**config.mk**
```make
export PLATFORM = sky130hd
export DESIGN_NAME = risk_tile_seq_flat
export DESIGN_NICKNAME = d
export VERILOG_FILES = /design/src/rtl/risk_pkg.sv /design/src/rtl/risk_tile_seq_if.sv /design/src/rtl/risk_tile_addr_gen.sv /design/src/rtl/risk_tile_seq.sv /design/src/flat_wrapper.sv
export SDC_FILE = /design/constraint.sdc
export NUM_CORES = 1
export LEC_CHECK = 0
export BUFFER_PORTS_ARGS = -buffer_cell sky130_fd_sc_hd__buf_2
export CAP_MARGIN = 0
export CORE_MARGIN = 4
export CORE_UTILIZATION = 55
export DETAILED_ROUTE_END_ITERATION = 8
export GPL_ROUTABILITY_DRIVEN = 1
export PLACE_DENSITY_LB_ADDON = 0.15
export SYNTH_ARGS = -nofsm -noshare
export SYNTH_HDL_FRONTEND = slang
export SYNTH_SLANG_ARGS = --single-unit
export TNS_END_PERCENT = 100
```
**constraint.sdc**
```tcl
create_clock -name clk -period 4.1 [get_ports clk]
set_input_delay 0.82 -clock clk [delete_from_list [all_inputs] [get_ports clk]]
set_output_delay 0.82 -clock clk [all_outputs]
set_load 0.03 [all_outputs]
```
**src/rtl/risk_pkg.sv**
```systemverilog
// Shared types and constants for the RISK strided tile sequencer.
// Holds the address geometry, the function codes, the FSM states and the descriptor struct.
package risk_pkg;

    localparam int ADDR_W     = 17;
    localparam int STRIDE_W   = 15;
    localparam int TILE       = 4;
    localparam int CNT_W      = 8;
    localparam int TILE_SHIFT = $clog2(TILE);

    localparam logic [2:0] RISK_FUNC_LOAD  = 3'b000;
    localparam logic [2:0] RISK_FUNC_STORE = 3'b001;
    localparam logic [2:0] RISK_FUNC_CLEAR = 3'b010;

    typedef enum logic [1:0] {
        IDLE  = 2'd0,
        ISSUE = 2'd1,
        FIN   = 2'd2
    } seq_state_t;

    typedef struct packed {
        logic [2:0]          func;
        logic [4:0]          rnum;
        logic [ADDR_W-1:0]   base;
        logic [STRIDE_W-1:0] stride_x;
        logic [STRIDE_W-1:0] stride_y;
        logic [CNT_W-1:0]    tiles_x;
        logic [CNT_W-1:0]    tiles_y;
    } risk_desc_t;

    // Per-tile address step: the stride is zero-extended, then scaled by the tile edge.
    // The result is truncated to ADDR_W so accumulated addresses wrap.
    function automatic logic [ADDR_W-1:0] tile_step(input logic [STRIDE_W-1:0] stride);
        logic [ADDR_W-1:0] ext;
        ext = ADDR_W'(stride);
        return ext << TILE_SHIFT;
    endfunction

endpackage

```
**src/rtl/risk_tile_seq_if.sv**
```systemverilog
// Handshake bundles of the tile sequencer: the descriptor link from decode and the command link
// to the RISK unit. On each bundle, master is the side that drives valid.
interface risk_desc_if;
    import risk_pkg::*;

    logic                desc_valid;
    logic                desc_ready;
    logic [2:0]          desc_func;
    logic [4:0]          desc_reg;
    logic [ADDR_W-1:0]   desc_base;
    logic [STRIDE_W-1:0] desc_stride_x;
    logic [STRIDE_W-1:0] desc_stride_y;
    logic [CNT_W-1:0]    desc_tiles_x;
    logic [CNT_W-1:0]    desc_tiles_y;

    modport master (
        output desc_valid, desc_func, desc_reg, desc_base,
               desc_stride_x, desc_stride_y, desc_tiles_x, desc_tiles_y,
        input  desc_ready
    );

    modport slave (
        input  desc_valid, desc_func, desc_reg, desc_base,
               desc_stride_x, desc_stride_y, desc_tiles_x, desc_tiles_y,
        output desc_ready
    );
endinterface

interface risk_cmd_if;
    import risk_pkg::*;

    logic                cmd_valid;
    logic                cmd_ready;
    logic [2:0]          cmd_func;
    logic [4:0]          cmd_reg;
    logic [ADDR_W-1:0]   cmd_addr;
    logic [STRIDE_W-1:0] cmd_stride_x;
    logic [STRIDE_W-1:0] cmd_stride_y;
    logic                cmd_last;

    modport master (
        output cmd_valid, cmd_func, cmd_reg, cmd_addr,
               cmd_stride_x, cmd_stride_y, cmd_last,
        input  cmd_ready
    );

    modport slave (
        input  cmd_valid, cmd_func, cmd_reg, cmd_addr,
               cmd_stride_x, cmd_stride_y, cmd_last,
        output cmd_ready
    );
endinterface

```
**src/rtl/risk_tile_addr_gen.sv**
```systemverilog
// Row-major tile walker: the tx/ty tile counters plus the row-start and current-tile address
// accumulators. start loads base; step advances by one tile and is ignored on the last tile.
module risk_tile_addr_gen
    import risk_pkg::*;
(
    input  logic                clk,
    input  logic                reset,
    input  logic                start,
    input  logic                step,
    input  logic [ADDR_W-1:0]   base,
    input  logic [STRIDE_W-1:0] stride_x,
    input  logic [STRIDE_W-1:0] stride_y,
    input  logic [CNT_W-1:0]    tiles_x,
    input  logic [CNT_W-1:0]    tiles_y,
    output logic [ADDR_W-1:0]   addr,
    output logic                last
);

    logic [CNT_W-1:0]  tx_reg, tx_next;
    logic [CNT_W-1:0]  ty_reg, ty_next;
    logic [ADDR_W-1:0] row_reg, row_next;
    logic [ADDR_W-1:0] cur_reg, cur_next;
    logic              row_end;

    assign row_end = (tx_reg == tiles_x - CNT_W'(1));
    assign last    = row_end && (ty_reg == tiles_y - CNT_W'(1));
    assign addr    = cur_reg;

    always_comb begin
        tx_next  = tx_reg;
        ty_next  = ty_reg;
        row_next = row_reg;
        cur_next = cur_reg;
        if (start) begin
            tx_next  = '0;
            ty_next  = '0;
            row_next = base;
            cur_next = base;
        end else if (step && !last) begin
            if (row_end) begin
                // Wrap to the first tile of the next tile row.
                tx_next  = '0;
                ty_next  = ty_reg + CNT_W'(1);
                row_next = row_reg + tile_step(stride_y);
                cur_next = row_next;
            end else begin
                tx_next  = tx_reg + CNT_W'(1);
                cur_next = cur_reg + tile_step(stride_x);
            end
        end
    end

    always_ff @(posedge clk) begin
        if (reset) begin
            tx_reg  <= '0;
            ty_reg  <= '0;
            row_reg <= '0;
            cur_reg <= '0;
        end else begin
            tx_reg  <= tx_next;
            ty_reg  <= ty_next;
            row_reg <= row_next;
            cur_reg <= cur_next;
        end
    end

endmodule

```
**src/rtl/risk_tile_seq.sv**
```systemverilog
// RISK tile sequencer: takes one matrix-walk descriptor and issues one command per 4x4 tile.
// Define RISK_SEQ_PERF_EN to add the stall_cnt output (cycles with a command held back).
module risk_tile_seq
    import risk_pkg::*;
(
    input  logic        clk,
    input  logic        reset,
    risk_desc_if.slave  desc,
    risk_cmd_if.master  cmd,
    output logic        busy,
    output logic        done
`ifdef RISK_SEQ_PERF_EN
    ,
    output logic [15:0] stall_cnt
`endif
);

    seq_state_t        state_reg;
    risk_desc_t        desc_reg;
    risk_desc_t        desc_in;
    logic              desc_ready_reg;
    logic              cmd_valid_reg;
    logic              busy_reg;
    logic              done_reg;
    logic              accept;
    logic              step;
    logic              gen_last;
    logic [ADDR_W-1:0] gen_addr;
    logic [ADDR_W-1:0] gen_base;

    assign desc_in = '{
        func:     desc.desc_func,
        rnum:     desc.desc_reg,
        base:     desc.desc_base,
        stride_x: desc.desc_stride_x,
        stride_y: desc.desc_stride_y,
        tiles_x:  desc.desc_tiles_x,
        tiles_y:  desc.desc_tiles_y
    };

    assign accept   = (state_reg == IDLE) && desc.desc_valid;
    // In ISSUE cmd_valid is always high, so cmd_ready alone marks a handshake.
    assign step     = (state_reg == ISSUE) && cmd.cmd_ready;
    assign gen_base = accept ? desc_in.base : desc_reg.base;

    risk_tile_addr_gen u_addr_gen (
        .clk      (clk),
        .reset    (reset),
        .start    (accept),
        .step     (step),
        .base     (gen_base),
        .stride_x (desc_reg.stride_x),
        .stride_y (desc_reg.stride_y),
        .tiles_x  (desc_reg.tiles_x),
        .tiles_y  (desc_reg.tiles_y),
        .addr     (gen_addr),
        .last     (gen_last)
    );

    always_ff @(posedge clk) begin
        if (reset) begin
            state_reg      <= IDLE;
            desc_reg       <= '0;
            desc_ready_reg <= 1'b1;
            cmd_valid_reg  <= 1'b0;
            busy_reg       <= 1'b0;
            done_reg       <= 1'b0;
        end else begin
            case (state_reg)
                IDLE: begin
                    if (desc.desc_valid) begin
                        desc_reg       <= desc_in;
                        desc_ready_reg <= 1'b0;
                        busy_reg       <= 1'b1;
                        // An empty walk skips ISSUE and completes immediately.
                        if (desc_in.tiles_x == '0 || desc_in.tiles_y == '0) begin
                            state_reg <= FIN;
                            done_reg  <= 1'b1;
                        end else begin
                            state_reg     <= ISSUE;
                            cmd_valid_reg <= 1'b1;
                        end
                    end
                end
                ISSUE: begin
                    if (cmd.cmd_ready && gen_last) begin
                        state_reg     <= FIN;
                        cmd_valid_reg <= 1'b0;
                        done_reg      <= 1'b1;
                    end
                end
                FIN: begin
                    state_reg      <= IDLE;
                    done_reg       <= 1'b0;
                    busy_reg       <= 1'b0;
                    desc_ready_reg <= 1'b1;
                end
                default: begin
                    state_reg      <= IDLE;
                    cmd_valid_reg  <= 1'b0;
                    done_reg       <= 1'b0;
                    busy_reg       <= 1'b0;
                    desc_ready_reg <= 1'b1;
                end
            endcase
        end
    end

    assign desc.desc_ready  = desc_ready_reg;
    assign cmd.cmd_valid    = cmd_valid_reg;
    assign cmd.cmd_func     = desc_reg.func;
    assign cmd.cmd_reg      = desc_reg.rnum;
    assign cmd.cmd_addr     = gen_addr;
    assign cmd.cmd_stride_x = desc_reg.stride_x;
    assign cmd.cmd_stride_y = desc_reg.stride_y;
    assign cmd.cmd_last     = cmd_valid_reg && gen_last;
    assign busy             = busy_reg;
    assign done             = done_reg;

`ifdef RISK_SEQ_PERF_EN
    logic [15:0] stall_cnt_reg;

    always_ff @(posedge clk) begin
        if (reset) begin
            stall_cnt_reg <= '0;
        end else if (accept) begin
            stall_cnt_reg <= '0;
        end else if (state_reg == ISSUE && !cmd.cmd_ready && stall_cnt_reg != 16'hFFFF) begin
            stall_cnt_reg <= stall_cnt_reg + 16'd1;
        end
    end

    assign stall_cnt = stall_cnt_reg;
`endif

endmodule
```
**src/flat_wrapper.sv**
```systemverilog
// flat-port wrapper written by rule: the top's interface ports become plain ports
module risk_tile_seq_flat import risk_pkg::*;
  (clk, reset, busy, done, desc_desc_valid, desc_desc_func, desc_desc_reg, desc_desc_base, desc_desc_stride_x, desc_desc_stride_y, desc_desc_tiles_x, desc_desc_tiles_y, desc_desc_ready, cmd_cmd_valid, cmd_cmd_func, cmd_cmd_reg, cmd_cmd_addr, cmd_cmd_stride_x, cmd_cmd_stride_y, cmd_cmd_last, cmd_cmd_ready);
  risk_desc_if desc_i ();
  risk_cmd_if cmd_i ();
  input  logic clk;
  input  logic reset;
  output logic busy;
  output logic done;
  input wire logic [$bits(desc_i.desc_valid)-1:0] desc_desc_valid;
  input wire logic [$bits(desc_i.desc_func)-1:0] desc_desc_func;
  input wire logic [$bits(desc_i.desc_reg)-1:0] desc_desc_reg;
  input wire logic [$bits(desc_i.desc_base)-1:0] desc_desc_base;
  input wire logic [$bits(desc_i.desc_stride_x)-1:0] desc_desc_stride_x;
  input wire logic [$bits(desc_i.desc_stride_y)-1:0] desc_desc_stride_y;
  input wire logic [$bits(desc_i.desc_tiles_x)-1:0] desc_desc_tiles_x;
  input wire logic [$bits(desc_i.desc_tiles_y)-1:0] desc_desc_tiles_y;
  output wire logic [$bits(desc_i.desc_ready)-1:0] desc_desc_ready;
  output wire logic [$bits(cmd_i.cmd_valid)-1:0] cmd_cmd_valid;
  output wire logic [$bits(cmd_i.cmd_func)-1:0] cmd_cmd_func;
  output wire logic [$bits(cmd_i.cmd_reg)-1:0] cmd_cmd_reg;
  output wire logic [$bits(cmd_i.cmd_addr)-1:0] cmd_cmd_addr;
  output wire logic [$bits(cmd_i.cmd_stride_x)-1:0] cmd_cmd_stride_x;
  output wire logic [$bits(cmd_i.cmd_stride_y)-1:0] cmd_cmd_stride_y;
  output wire logic [$bits(cmd_i.cmd_last)-1:0] cmd_cmd_last;
  input wire logic [$bits(cmd_i.cmd_ready)-1:0] cmd_cmd_ready;
  assign desc_i.desc_valid = desc_desc_valid;
  assign desc_i.desc_func = desc_desc_func;
  assign desc_i.desc_reg = desc_desc_reg;
  assign desc_i.desc_base = desc_desc_base;
  assign desc_i.desc_stride_x = desc_desc_stride_x;
  assign desc_i.desc_stride_y = desc_desc_stride_y;
  assign desc_i.desc_tiles_x = desc_desc_tiles_x;
  assign desc_i.desc_tiles_y = desc_desc_tiles_y;
  assign desc_desc_ready = desc_i.desc_ready;
  assign cmd_cmd_valid = cmd_i.cmd_valid;
  assign cmd_cmd_func = cmd_i.cmd_func;
  assign cmd_cmd_reg = cmd_i.cmd_reg;
  assign cmd_cmd_addr = cmd_i.cmd_addr;
  assign cmd_cmd_stride_x = cmd_i.cmd_stride_x;
  assign cmd_cmd_stride_y = cmd_i.cmd_stride_y;
  assign cmd_cmd_last = cmd_i.cmd_last;
  assign cmd_i.cmd_ready = cmd_cmd_ready;
  risk_tile_seq u_core (.clk(clk), .reset(reset), .desc(desc_i), .cmd(cmd_i), .busy(busy), .done(done));
endmodule
```
# == Word-level counts from Yosys, hierarchy flattened ==
# Cells that the tools add are included.
# totals
reg_bits,110
in_bits,75
out_inout_bits,60
word_cells,75
# op_classes
n_addsub,6
eq_ne,8
n_mux,23
bitwise,2
n_reduce_logical,21
# op_table
operator,n
17-bit 2-to-1 mux,6
17-bit adder,2
8-bit by 1-bit adder with 8-bit output (second input constant),2
8-bit == test,2
8-bit logical NOT,2
8-bit by 1-bit subtractor with 8-bit output (second input constant),2
2-bit AND reduction,5
1-bit 2-to-1 mux,8
8-bit 2-to-1 mux,1
2-bit inequality test (second input constant),4
1-bit logical AND,6
2-bit 2-to-1 mux,3
1-bit one-hot mux with 2 select lines,3
2-bit one-hot mux with 2 select lines,1
4-bit AND reduction,1
2-bit nonzero test,2
1-bit one-hot mux with 3 select lines,1
3-bit AND reduction,1
2-bit by 1-bit == test with 1-bit output (second input constant),1
2-bit == test (second input constant),1
2-bit logical NOT,1
1-bit NOT,2
2-bit OR reduction,1
1-bit logical NOT,1
1-bit logical OR,1

# == Depth between registers and ports, before layout ==
# Gate-level depths: netlist of the first run.
# logic_depth
ltp_word,7
ltp_mapped,14
depth_no_buf,12

# == Cells and area by module ==
# A second synthesis of the first run with hierarchy kept.
# hier_totals
hier_cells,925
hier_area_um2,7586.0
# modules_own_cells
module,instances,cells_each,area_each_um2,seq_area_each_um2
risk_tile_addr_gen,1,563,4461.8,1001.0
risk_tile_seq,1,362,3124.2,1541.5

# == Worst setup path before layout of the first run ==
# OpenSTA, ideal clock, no wires.
# synth_timing
path_type,register to output
start,register u_core.desc_reg[8] (netlist name)
end,output cmd_cmd_last
arrival_time_ns,2.600
required_time_ns,3.280
path_slack_ns,0.680
path_stages_with_launch,9
path_buffers,1
cell_sequence,dfxtp_1 -> inv_1 -> ha_1 -> buf_2 -> xor2_1 -> o21ai_0 -> a21oi_1 -> or4_1 -> nor4_1
# synth_between
elab_chain_cells,4
# synth_lines
element,line,source
from (decl),risk_tile_seq.sv:19,risk_desc_t desc_reg;
from (signal assigned),risk_tile_seq.sv:72,desc_reg <= desc_in;
8-bit by 1-bit subtractor with 8-bit output,risk_tile_addr_gen.sv:25,assign row_end = (tx_reg == tiles_x - CNT_W'(1));
8-bit == test,risk_tile_addr_gen.sv:25,
1-bit logical AND,risk_tile_addr_gen.sv:26,assign last = row_end && (ty_reg == tiles_y - CNT_W'(1));
1-bit logical AND,risk_tile_seq.sv:116,assign cmd.cmd_last = cmd_valid_reg && gen_last;
to (decl),flat_wrapper.sv:25,output wire logic [$bits(cmd_i.cmd_last)-1:0] cmd_cmd_last;
# Every way passes these cells.

# == Worst setup path in the final report of the first run ==
# Ends and elaborated chain as after synthesis.

==> results_dict.tcl, run 1 <==
set metrics [dict create \
    core_area_um2 11400 \
    yosysUniqueCellTypes 52 \
    clock_latency_ns 0.35 \
    synthAdderAreaFrac_pct 6.85 \
    synth_commonest_cells "nand2_1, dfxtp_1, a21oi_1" \
    wl_per_cell_um 15.7 \
    synthMuxAreaShare_pct 2.37 \
    row_count 39 \
    finalSetupViolations 0 \
    routabilityCongestion 0.874 \
    route.detailed.drc 0 \
    endpoint_kind "primary output" \
    whs_path_depth 2 \
    tns_ns 0 \
    top_usage_layer "met2" \
    peakVddDrop_mv 0.349 \
    max_freq_ghz 0.284 \
    antenna_found_initial 0 \
    p_leak_nw 3.31 \
    cts_tree "done" \
    fin_crit_sh_pct 85.8 \
    min_from "u_core.desc.desc_ready" \
    hold_class "reg2reg" \
    grt_pass1_vias 5545 \
    synth_seq_area_share_pct 34.2 \
    hold_viol_final 0 \
    holdPathEnd "u_core.desc.desc_ready" \
    grt_remaining_overflow 0 \
    synth_xor_area_share_pct 7.63 \
    synth_top_family_by_area "simple AND/OR/NAND/NOR gates" \
    r2r_cells 12 \
    portBuffers 134 \
    fin_util_pct 63.3 \
    hpwl_mm 12.3 \
    drive_above_1_share_pct 17.8 \
    met3_usage_pct 5.91 \
    nets 1009 \
    outcome "finished clean" \
    die_h_um 116 \
    ys_ff_latch 110 \
    seq_area_um2 2200 \
    yosysMostFrequentCell "nand2_1" \
    dieArea_um2 13500 \
    path_clk_slew_ns 0.07 \
    synthFlopType "dfxtp_1" \
    initial_core_util_pct 56.3 \
    syn_inst 830 \
    ctsHoldBuffers 0 \
    yosys_warnings 0 \
    met2_usage_pct 40.2 \
    syn-cell-area_um2 6430 \
    r2r_start "u_core.desc_reg[8]" \
    cp-start-kind "flop" \
    pin_count 135 \
    first_pass_iters 5 \
    die_w_um 116 \
    cts_buffers 9 \
    syn_nets 939 \
    synth-simple-area-share_pct 20.9 \
    ctsLongestPathBuffers 2 \
    synth_top_area_share_pct 34.2 \
    grt_max_degree 63 \
    vias 5957 \
    reg2reg_setup_slack_ns 0.75 \
    worstPathCellList "inv_1, ha_1, xor2_1, o21ai_0, a21oi_1, or4_1, nor4_1, buf_2" \
    slew_violations 0 \
    finalWirelength_mm 16.5 \
    rsz0062_at_grt "no" \
    cts_resized 0 \
    crit_type "reg2out" \
    power_per_cell_area_nw_per_um2 405 \
    drv_cap 0 \
    worstMarginPinSlew_ns 0.926 \
    fin_skew_ns 0.00905 \
    layout_min_cycle_time_ns 3.52 \
    cpPeakStageDelay_ns 0.55 \
    vias_per_cell 5.69 \
    ys_top_cells_by_area "dfxtp_1, nand2_1, a21oi_1" \
    multi_input_area_um2 3690 \
    syn_to_final_growth_pct 12.4 \
    grt_usage_pct 24.6 \
    cp_max_fo 8 \
    crit_slowest_cell "or4_1" \
    drt_iter0_markers 439 \
    cts_max_level 3 \
    synth-edff-count 0 \
    num_antenna_cells 0 \
    met1_usage_pct 32.2 \
    yosys.area.top_type "dfxtp_1" \
    cts_root_buf "clkbuf_16" \
    critPathArrivalTime_ns 2.70 \
    ant_nets 0 \
    postCtsSetupRepairBufs 0 \
    relSlewSlack_pct 38.2 \
    required_ns 3.28 \
    nFillCells 1056 \
    grt_pass1_wl_mm 26.6 \
    hold_slack_ns 0.456 \
    synth_compound_area_share_pct 19.5 \
    synthArstFlopShare_pct 0 \
    cts_sinks 110 \
    r2r-end "u_core.u_addr_gen.ty_reg[7]" \
    syn_avg_cell_area_um2 7.75 \
]
[layout by cell type, fill, tap and decap left out, types with 3 or more instances in the layout]
cell,n
nand2_1,181
buf_2,134
dfxtp_1,110
a21oi_1,93
nor2_1,61
ha_1,32
xor2_1,28
xnor2_1,28
o21ai_0,27
inv_1,20
mux2i_1,13
o21a_1,12
nand3_1,11
a311oi_1,11
nor3_1,10
a211o_1,10
a211oi_1,9
clkbuf_16,9
nor4_1,8
a21o_1,8
or3_1,7
o211ai_1,7
buf_4,7
nand4_1,6
and3_1,6
a31oi_1,5
nand2b_1,5
nand3b_1,4
o31ai_1,4
o31a_1,3
o41ai_1,3
bufinv_16,3
clkbuf_8,3
[through the flow]
stage | power (mW) | cell area, um2 | setup WS, ns | std cells
after CTS | 2.95 | 7230 | 0.604 | 1047
after detailed placement | 1.92 | 6870 | 0.784 | 1032
after global routing | 3.07 | 7230 | 0.486 | 1047
final | 2.93 | 7230 | 0.583 | 1047
after global placement | 1.90 | 6870 | 0.861 | 1032
after floorplan | 1.75 | 6430 | 0.680 | 830
[critical path, delay by kind of cell (launching register included)]
family | cells | cell delay [ns]
AO/OA/AOI/OAI | 2 | 0.21
buffers and inverters | 2 | 0.34
XOR/XNOR | 1 | 0.17
flip-flops | 1 | 0.42
AND/OR/NAND/NOR | 2 | 0.90
adder cells (fa/ha/maj) | 1 | 0.30
[area by class of cell]
class | instances | share of cell area (%)
clock inverters | 3 | 1.25
well taps | 143 | 2.48
clock buffers | 12 | 3.69
repair buffers | 141 | 10.0
inverters | 20 | 1.04
multi-input cells | 618 | 51.1
flip-flops and latches | 110 | 30.5
[routing by layer]
| metal | up-vias | part of all wire, % |
|---|---|---|
| li1 | 2966 | - |
| met1 | 2756 | 44 |
| met2 | 208 | 47 |
| met3 | 27 | 6.7 |
| met4 | 0 | 2.1 |
| met5 | - | 0 |
[how the worst max path moves through the flow]
stage	startpoint	to	slack, ns	cells past startpoint
after global placement	u_core.desc_reg[8]	u_core.u_addr_gen.addr[14]	0.86	9
after global routing	u_core.desc_reg[8]	u_core.u_addr_gen.row_reg[16]	0.49	12
after CTS	u_core.desc_reg[8]	cmd_cmd_last	0.60	8
after detailed placement	u_core.desc_reg[8]	u_core.u_addr_gen.addr[14]	0.78	9
final	u_core.desc_reg[8]	cmd_cmd_last	0.58	8
after floorplan	u_core.desc_reg[8]	cmd_cmd_last	0.68	8
[kinds of logic (layout without fill, tap and decap cells)]
logic type,count (synthesis),count (layout)
and+or+nand+nor,311,311
AOI/OAI and AO/OA,202,202
DFF,110,110
buffers and inverters,102,176
xor gates and xnor gates,56,56
adders and majority gates,34,34
muxes,15,15
[power breakdown]
| group | switching [mW] | internal (mW) |
|---|---|---|
| logic | 0.434 | 0.254 |
| clock network | 0.381 | 0.644 |
| registers | 0.0701 | 1.15 |
Power figures use the tool's default switching activity.
==> inputs of run 2 (changes only) <==
- BUFFER_PORTS_ARGS: -buffer_cell sky130_fd_sc_hd__buf_2 -> -buffer_cell sky130_fd_sc_hd__buf_4
==> run 2 against run 1 <==
Effect of this change:
- utilization increased by 2.6 points
- clock skew decreased by 0.00069 ns
- sequential cell count unchanged
- combinational power increased by 7.1%
- power decreased by 2.6%
- final cell count increased by 0.29%
- worst hold slack got worse by 0.0057 ns
- largest cell class unchanged
==> results_dict.tcl, run 2 (synthesis gave the netlist of run 1 again) <==
set metrics [dict create \
    p_sw_mw 0.900 \
    grt_pass1_wl_mm 27.3 \
    die_w_um 116 \
    num_antenna_cells 0 \
    drv_cap 0 \
    core_area_um2 11400 \
    fin_util_pct 65.9 \
    tns_ns 0 \
    layout_min_cycle_time_ns 3.47 \
    stdcell_area_um2 7520 \
    cts_sinks 110 \
    outcome "finished clean" \
    peakVddDrop_mv 0.256 \
    cts_max_level 3 \
    cts_tree "done" \
    cts_root_buf "clkbuf_16" \
    cp-start-kind "flop" \
    dieArea_um2 13500 \
    grt_usage_pct 25.3 \
    wl_per_cell_um 15.9 \
    hold_viol_final 0 \
    required_ns 4.35 \
    ctsHoldBuffers 0 \
    row_count 39 \
    crit_type "reg2reg" \
    fin_skew_ns 0.00835 \
    relSlewSlack_pct 55.7 \
    vias 6008 \
    antenna_found_initial 0 \
    worstMarginPinSlew_ns 0.665 \
    whs_path_depth 2 \
    layout_common_cells "nand2_1, buf_4, dfxtp_1" \
    p_clk_share_pct 31.4 \
    slew_violations 0 \
    endpoint_kind "flop" \
    cts_buffers 9 \
    grt_max_degree 59 \
    vias_per_cell 5.72 \
    placedCellCount 1034 \
    combinationalPowerShare_pct 25.8 \
    critPathArrivalTime_ns 3.71 \
    postCtsSetupRepairBufs 0 \
    clock_latency_ns 0.35 \
    intPower_mw 1.95 \
    initial_core_util_pct 56.3 \
    portBuffers 134 \
    power_frac_seq_pct 42.8 \
    drive_above_1_share_pct 18.0 \
    place_area_um2 7220 \
    drt_iter0_markers 388 \
    nFillCells 982 \
    first_pass_iters 5 \
    rsz0062_at_grt "no" \
    max_freq_ghz 0.289 \
    r2r_cells 12 \
    mostFrequentLayoutCell "nand2_1" \
    r2r_start "u_core.desc_reg[8]" \
    route.detailed.drc 0 \
    ant_nets 0 \
    finalSetupViolations 0 \
    reg2reg_setup_slack_ns 0.63 \
    power_per_cell_area_nw_per_um2 379 \
    pin_count 135 \
    ctsLongestPathBuffers 2 \
    min_from "u_core.desc.desc_ready" \
    hold_slack_ns 0.450 \
    r2r-end "u_core.u_addr_gen.row_reg[8]" \
    nets 1011 \
    path_clk_slew_ns 0.07 \
    holdPathEnd "u_core.desc.desc_ready" \
    hpwl_mm 12.5 \
    swShare_pct 31.6 \
    cts_resized 0 \
    grt_pass1_vias 5644 \
    syn_to_final_growth_pct 16.9 \
    hold_class "reg2reg" \
    p_leak_nw 3.37 \
    routabilityCongestion 0.893 \
    finalWirelength_mm 16.7 \
    stdcell_count 1050 \
    die_h_um 116 \
    cp_max_fo 22 \
    grt_remaining_overflow 0 \
    fin_crit_sh_pct 84.5 \
]
-- run 2: cell count changes in the layout (fill, tap and decap cells not counted) --
cell,delta
buf_4,+136
clkbuf_1,+1
clkinv_2,+3
bufinv_16,-2
clkbuf_8,-1
buf_2,-134
-- run 2: layout make-up --
class | instances | area (um2) | share of cell area, %
tap | 143 | 179 | 2.38
inverter | 20 | 75.1 | 0.998
clock buffer | 12 | 256 | 3.41
sequential | 110 | 2200 | 29.3
clock inverter | 4 | 45.0 | 0.599
timing repair buffer | 143 | 1070 | 14.3
multi-input combinational | 618 | 3690 | 49.1
-- run 2: per-layer routing --
metal	up-vias	global-route usage [%]	wire, um	part of all wire [%]
li1	2966	-	-	-
met1	2823	33.6	7380	44
met2	199	41.8	7990	48
met3	20	3.94	1020	6.1
met4	0	9.36	338	2.0
met5	-	0	0	0
-- run 2: power groups by stage --
stage / Sequential (mW) / Clock [mW] / Combinational, mW
6_report: 1.22 / 0.895 / 0.737
5_1_grt: 1.23 / 0.957 / 0.808
4_1_cts: 1.22 / 0.911 / 0.737
3_5_place_dp: 1.24 / 0 / 0.732
3_3_place_gp: 1.24 / 0 / 0.712
2_1_floorplan: 1.26 / 0 / 0.488
-- run 2: worst max path at each step --
| stage | startpoint | end | slack [ns] | cells past startpoint |
|---|---|---|---|---|
| after floorplan | u_core.desc_reg[8] | cmd_cmd_last | 0.68 | 8 |
| after global placement | u_core.desc_reg[8] | u_core.u_addr_gen.row_reg[15] | 0.84 | 11 |
| after detailed placement | u_core.desc_reg[8] | u_core.u_addr_gen.row_reg[4] | 0.69 | 11 |
| after CTS | u_core.desc_reg[0] | cmd_cmd_last | 0.64 | 8 |
| after global routing | u_core.desc_reg[8] | u_core.u_addr_gen.row_reg[8] | 0.41 | 12 |
| final | u_core.desc_reg[8] | u_core.u_addr_gen.row_reg[8] | 0.63 | 12 |
-- run 2: metrics by stage --
step	power, mW	worst slack [ns]
floorplan	1.75	0.680
finish	2.85	0.634
global placement	1.95	0.840
global route	2.99	0.408
detailed placement	1.97	0.690
CTS	2.87	0.644
-- run 2: worst max-delay path, cell delays in order, from the launching register on --
cell	delay, ns
dfxtp_1	0.41
inv_1	0.07
ha_1	0.29
xor2_1	0.17
o21ai_0	0.16
a21oi_1	0.05
or4_1	0.56
a221o_1	0.29
buf_4	0.24
and3b_1	0.48
buf_4	0.27
nand2_1	0.07
a311oi_1	0.30
==> inputs of run 3 (changes only) <==
- ABC_AREA: unset -> 1
- CORE_UTILIZATION: 55 -> 57
- clock period: 4.1 -> 3.3 ns (I/O delays scaled with it)
==> run 3 against run 2 <==
Effect of this change:
- clock power grew 32%
- utilization grew 2.0 points
- critical path depth shrank 2
- die area grew 7.5%
- via count grew 18%
- critical endpoint is now cmd_cmd_last
- clock skew grew 0.00062 ns
- sequential cell count is the same
- critical path type is now reg2out
- sequential share of layout area shrank 2.7 points
==> results_dict.tcl, run 3 <==
set metrics [dict create \
    outcome "finished clean" \
    mostFrequentLayoutCell "nand2_1" \
    stdcell_count 1359 \
    reg2reg_setup_slack_ns 0.65 \
    pin_count 135 \
    p_leak_nw 4.32 \
    ys_top_cells_by_area "dfxtp_1, nand2_1, nand3_1" \
    r2r_start "u_core.desc_reg[8]" \
    worstMarginPinSlew_ns 0.630 \
    die_h_um 120 \
    cts_resized 0 \
    drive_above_1_share_pct 15.9 \
    path_clk_slew_ns 0.07 \
    postCtsSetupRepairBufs 0 \
    slew_violations 0 \
    yosysMostFrequentCell "nand2_1" \
    ctsLongestPathBuffers 2 \
    dp_slack_ns 0.682 \
    final.setup.worst_slack_ns 0.306 \
    yosys_warnings 0 \
    grt_remaining_overflow 0 \
    synth_top_area_share_pct 30.6 \
    synth_seq_area_share_pct 30.6 \
    critPathArrivalTime_ns 2.33 \
    grt_pass1_vias 6553 \
    hold_viol_final 0 \
    grt_usage_pct 26.3 \
    fin_util_pct 67.8 \
    stdcell_area_um2 8280 \
    finalWirelength_mm 19.2 \
    yosysUniqueCellTypes 39 \
    clock_latency_ns 0.36 \
    syn-cell-area_um2 7200 \
    seq_area_um2 2200 \
    row_count 40 \
    dieArea_um2 14500 \
    first_pass_iters 6 \
    synthFlopType "dfxtp_1" \
    peakVddDrop_mv 0.600 \
    placedCellCount 1343 \
    core_area_um2 12200 \
    place_area_um2 7970 \
    rsz0062_at_grt "no" \
    multi_input_area_um2 4130 \
    hpwl_mm 14.6 \
    syn_nets 1223 \
    routabilityCongestion 0.976 \
    layout_min_cycle_time_ns 2.99 \
    die_w_um 120 \
    cts_buffers 9 \
    required_ns 2.64 \
    relSlewSlack_pct 57.9 \
    syn_inst 1114 \
    wl_per_cell_um 14.2 \
    syn_to_final_growth_pct 15.0 \
    nets 1295 \
    cp-start-kind "flop" \
    crit_type "reg2out" \
    endpoint_kind "primary output" \
    ys_ff_latch 110 \
    route.detailed.drc 0 \
    portBuffers 134 \
    antenna_found_initial 0 \
    initial_core_util_pct 59.0 \
    cts_root_buf "clkbuf_16" \
    grt_max_degree 64 \
    worstSetupEndpoint "cmd_cmd_last" \
    cts_sinks 110 \
    nFillCells 1172 \
    synth_commonest_cells "nand2_1, nand3_1, dfxtp_1" \
    fin_crit_sh_pct 90.7 \
    cts_tree "done" \
    syn_avg_cell_area_um2 6.47 \
    hold_class "reg2reg" \
    r2r_cells 13 \
    grt_pass1_wl_mm 31.3 \
    tns_ns 0 \
    power_per_cell_area_nw_per_um2 890 \
    cp_max_fo 11 \
    layout_common_cells "nand2_1, buf_4, nand3_1" \
    drt_iter0_markers 510 \
    max_freq_ghz 0.334 \
    fin_skew_ns 0.00898 \
    finalSetupViolations 0 \
    cts_max_level 3 \
    crit_start "u_core.desc_reg[8]" \
    drv_cap 0 \
    num_antenna_cells 0 \
    r2r-end "u_core.u_addr_gen.addr[4]" \
    synth-edff-count 0 \
    ant_nets 0 \
    vias 7087 \
    vias_per_cell 5.21 \
    yosys.area.top_type "dfxtp_1" \
    ctsHoldBuffers 0 \
    synthArstFlopShare_pct 0 \
]
==> run 3: cell types whose count changed after synthesis, moves of 11 or more <==
cell	previous run	this run
nand2_1	181	374
nand3_1	11	136
inv_1	20	87
a21oi_1	93	40
nor2_1	62	96
o21ai_0	27	46
clkbuf_1	33	17
mux2i_1	13	0
a311oi_1	11	0
inv_2	0	11
nand2_2	0	11
==> run 3: per-layer routing <==
layer | routed length [um] | track usage, % | vias up
met5 | 0 | 0 | -
met4 | 481 | 8.22 | 0
met3 | 1060 | 5.19 | 35
met2 | 9090 | 43.9 | 207
met1 | 8610 | 34.2 | 3178
li1 | - | - | 3667
==> run 3: layout make-up <==
class                      count  share of cell area [%]
sequential                   110                    26.6
inverter                      99                    4.49
clock buffer                  11                    2.81
tap                          168                    2.54
timing repair buffer         139                    12.7
multi-input combinational    827                    49.8
clock inverter                 5                   0.997
==> run 3: worst min-delay path by stage <==
stage,startpoint,to,slack (ns),depth (start not counted)
floorplan,u_core.cmd.cmd_func[0],u_core.cmd.cmd_func[0],0.42,2
global placement,u_core.cmd.cmd_reg[0],u_core.cmd.cmd_reg[0],0.43,2
detailed placement,u_core.cmd.cmd_reg[3],u_core.cmd.cmd_reg[3],0.43,2
CTS,u_core.cmd.cmd_reg[3],u_core.cmd.cmd_reg[3],0.45,2
global route,u_core.cmd.cmd_func[0],u_core.cmd.cmd_func[0],0.48,2
finish,u_core.cmd.cmd_reg[3],u_core.cmd.cmd_reg[3],0.45,2
==> run 3: critical path, cell delays in order, from the launching register on <==
cell,delay [ns]
dfxtp_1,0.34
inv_1,0.09
ha_1,0.31
xor2_1,0.18
nand3_1,0.11
nor2_1,0.11
nand3_1,0.11
nor2_4,0.33
nand2_4,0.13
nor2_1,0.11
buf_4,0.16
==> run 3: power breakdown <==
part	switching, mW	internal (mW)	total (mW)
logic	2.71	1.41	4.12
clock network	0.512	0.670	1.18
registers	0.344	1.73	2.07
==> run 3: kinds of logic (layout without fill, tap and decap cells) <==
kind of cell	Yosys count	count (layout)	synth area share [%]
flip-flops	110	110	30.6
XOR/XNOR	39	39	4.74
buffers and inverters	177	254	12.2
AO/OA/AOI/OAI	99	99	7.03
AND/OR/NAND/NOR	655	655	39.3
adder cells (fa/ha/maj)	34	34	6.11
==> run 3: metrics by stage <==
stage               hold slack (ns)  total power [mW]
CTS                           0.450              7.38
global placement              0.430              6.13
detailed placement            0.433              6.18
finish                        0.449              7.37
floorplan                     0.420              5.23
global route                  0.475              7.93
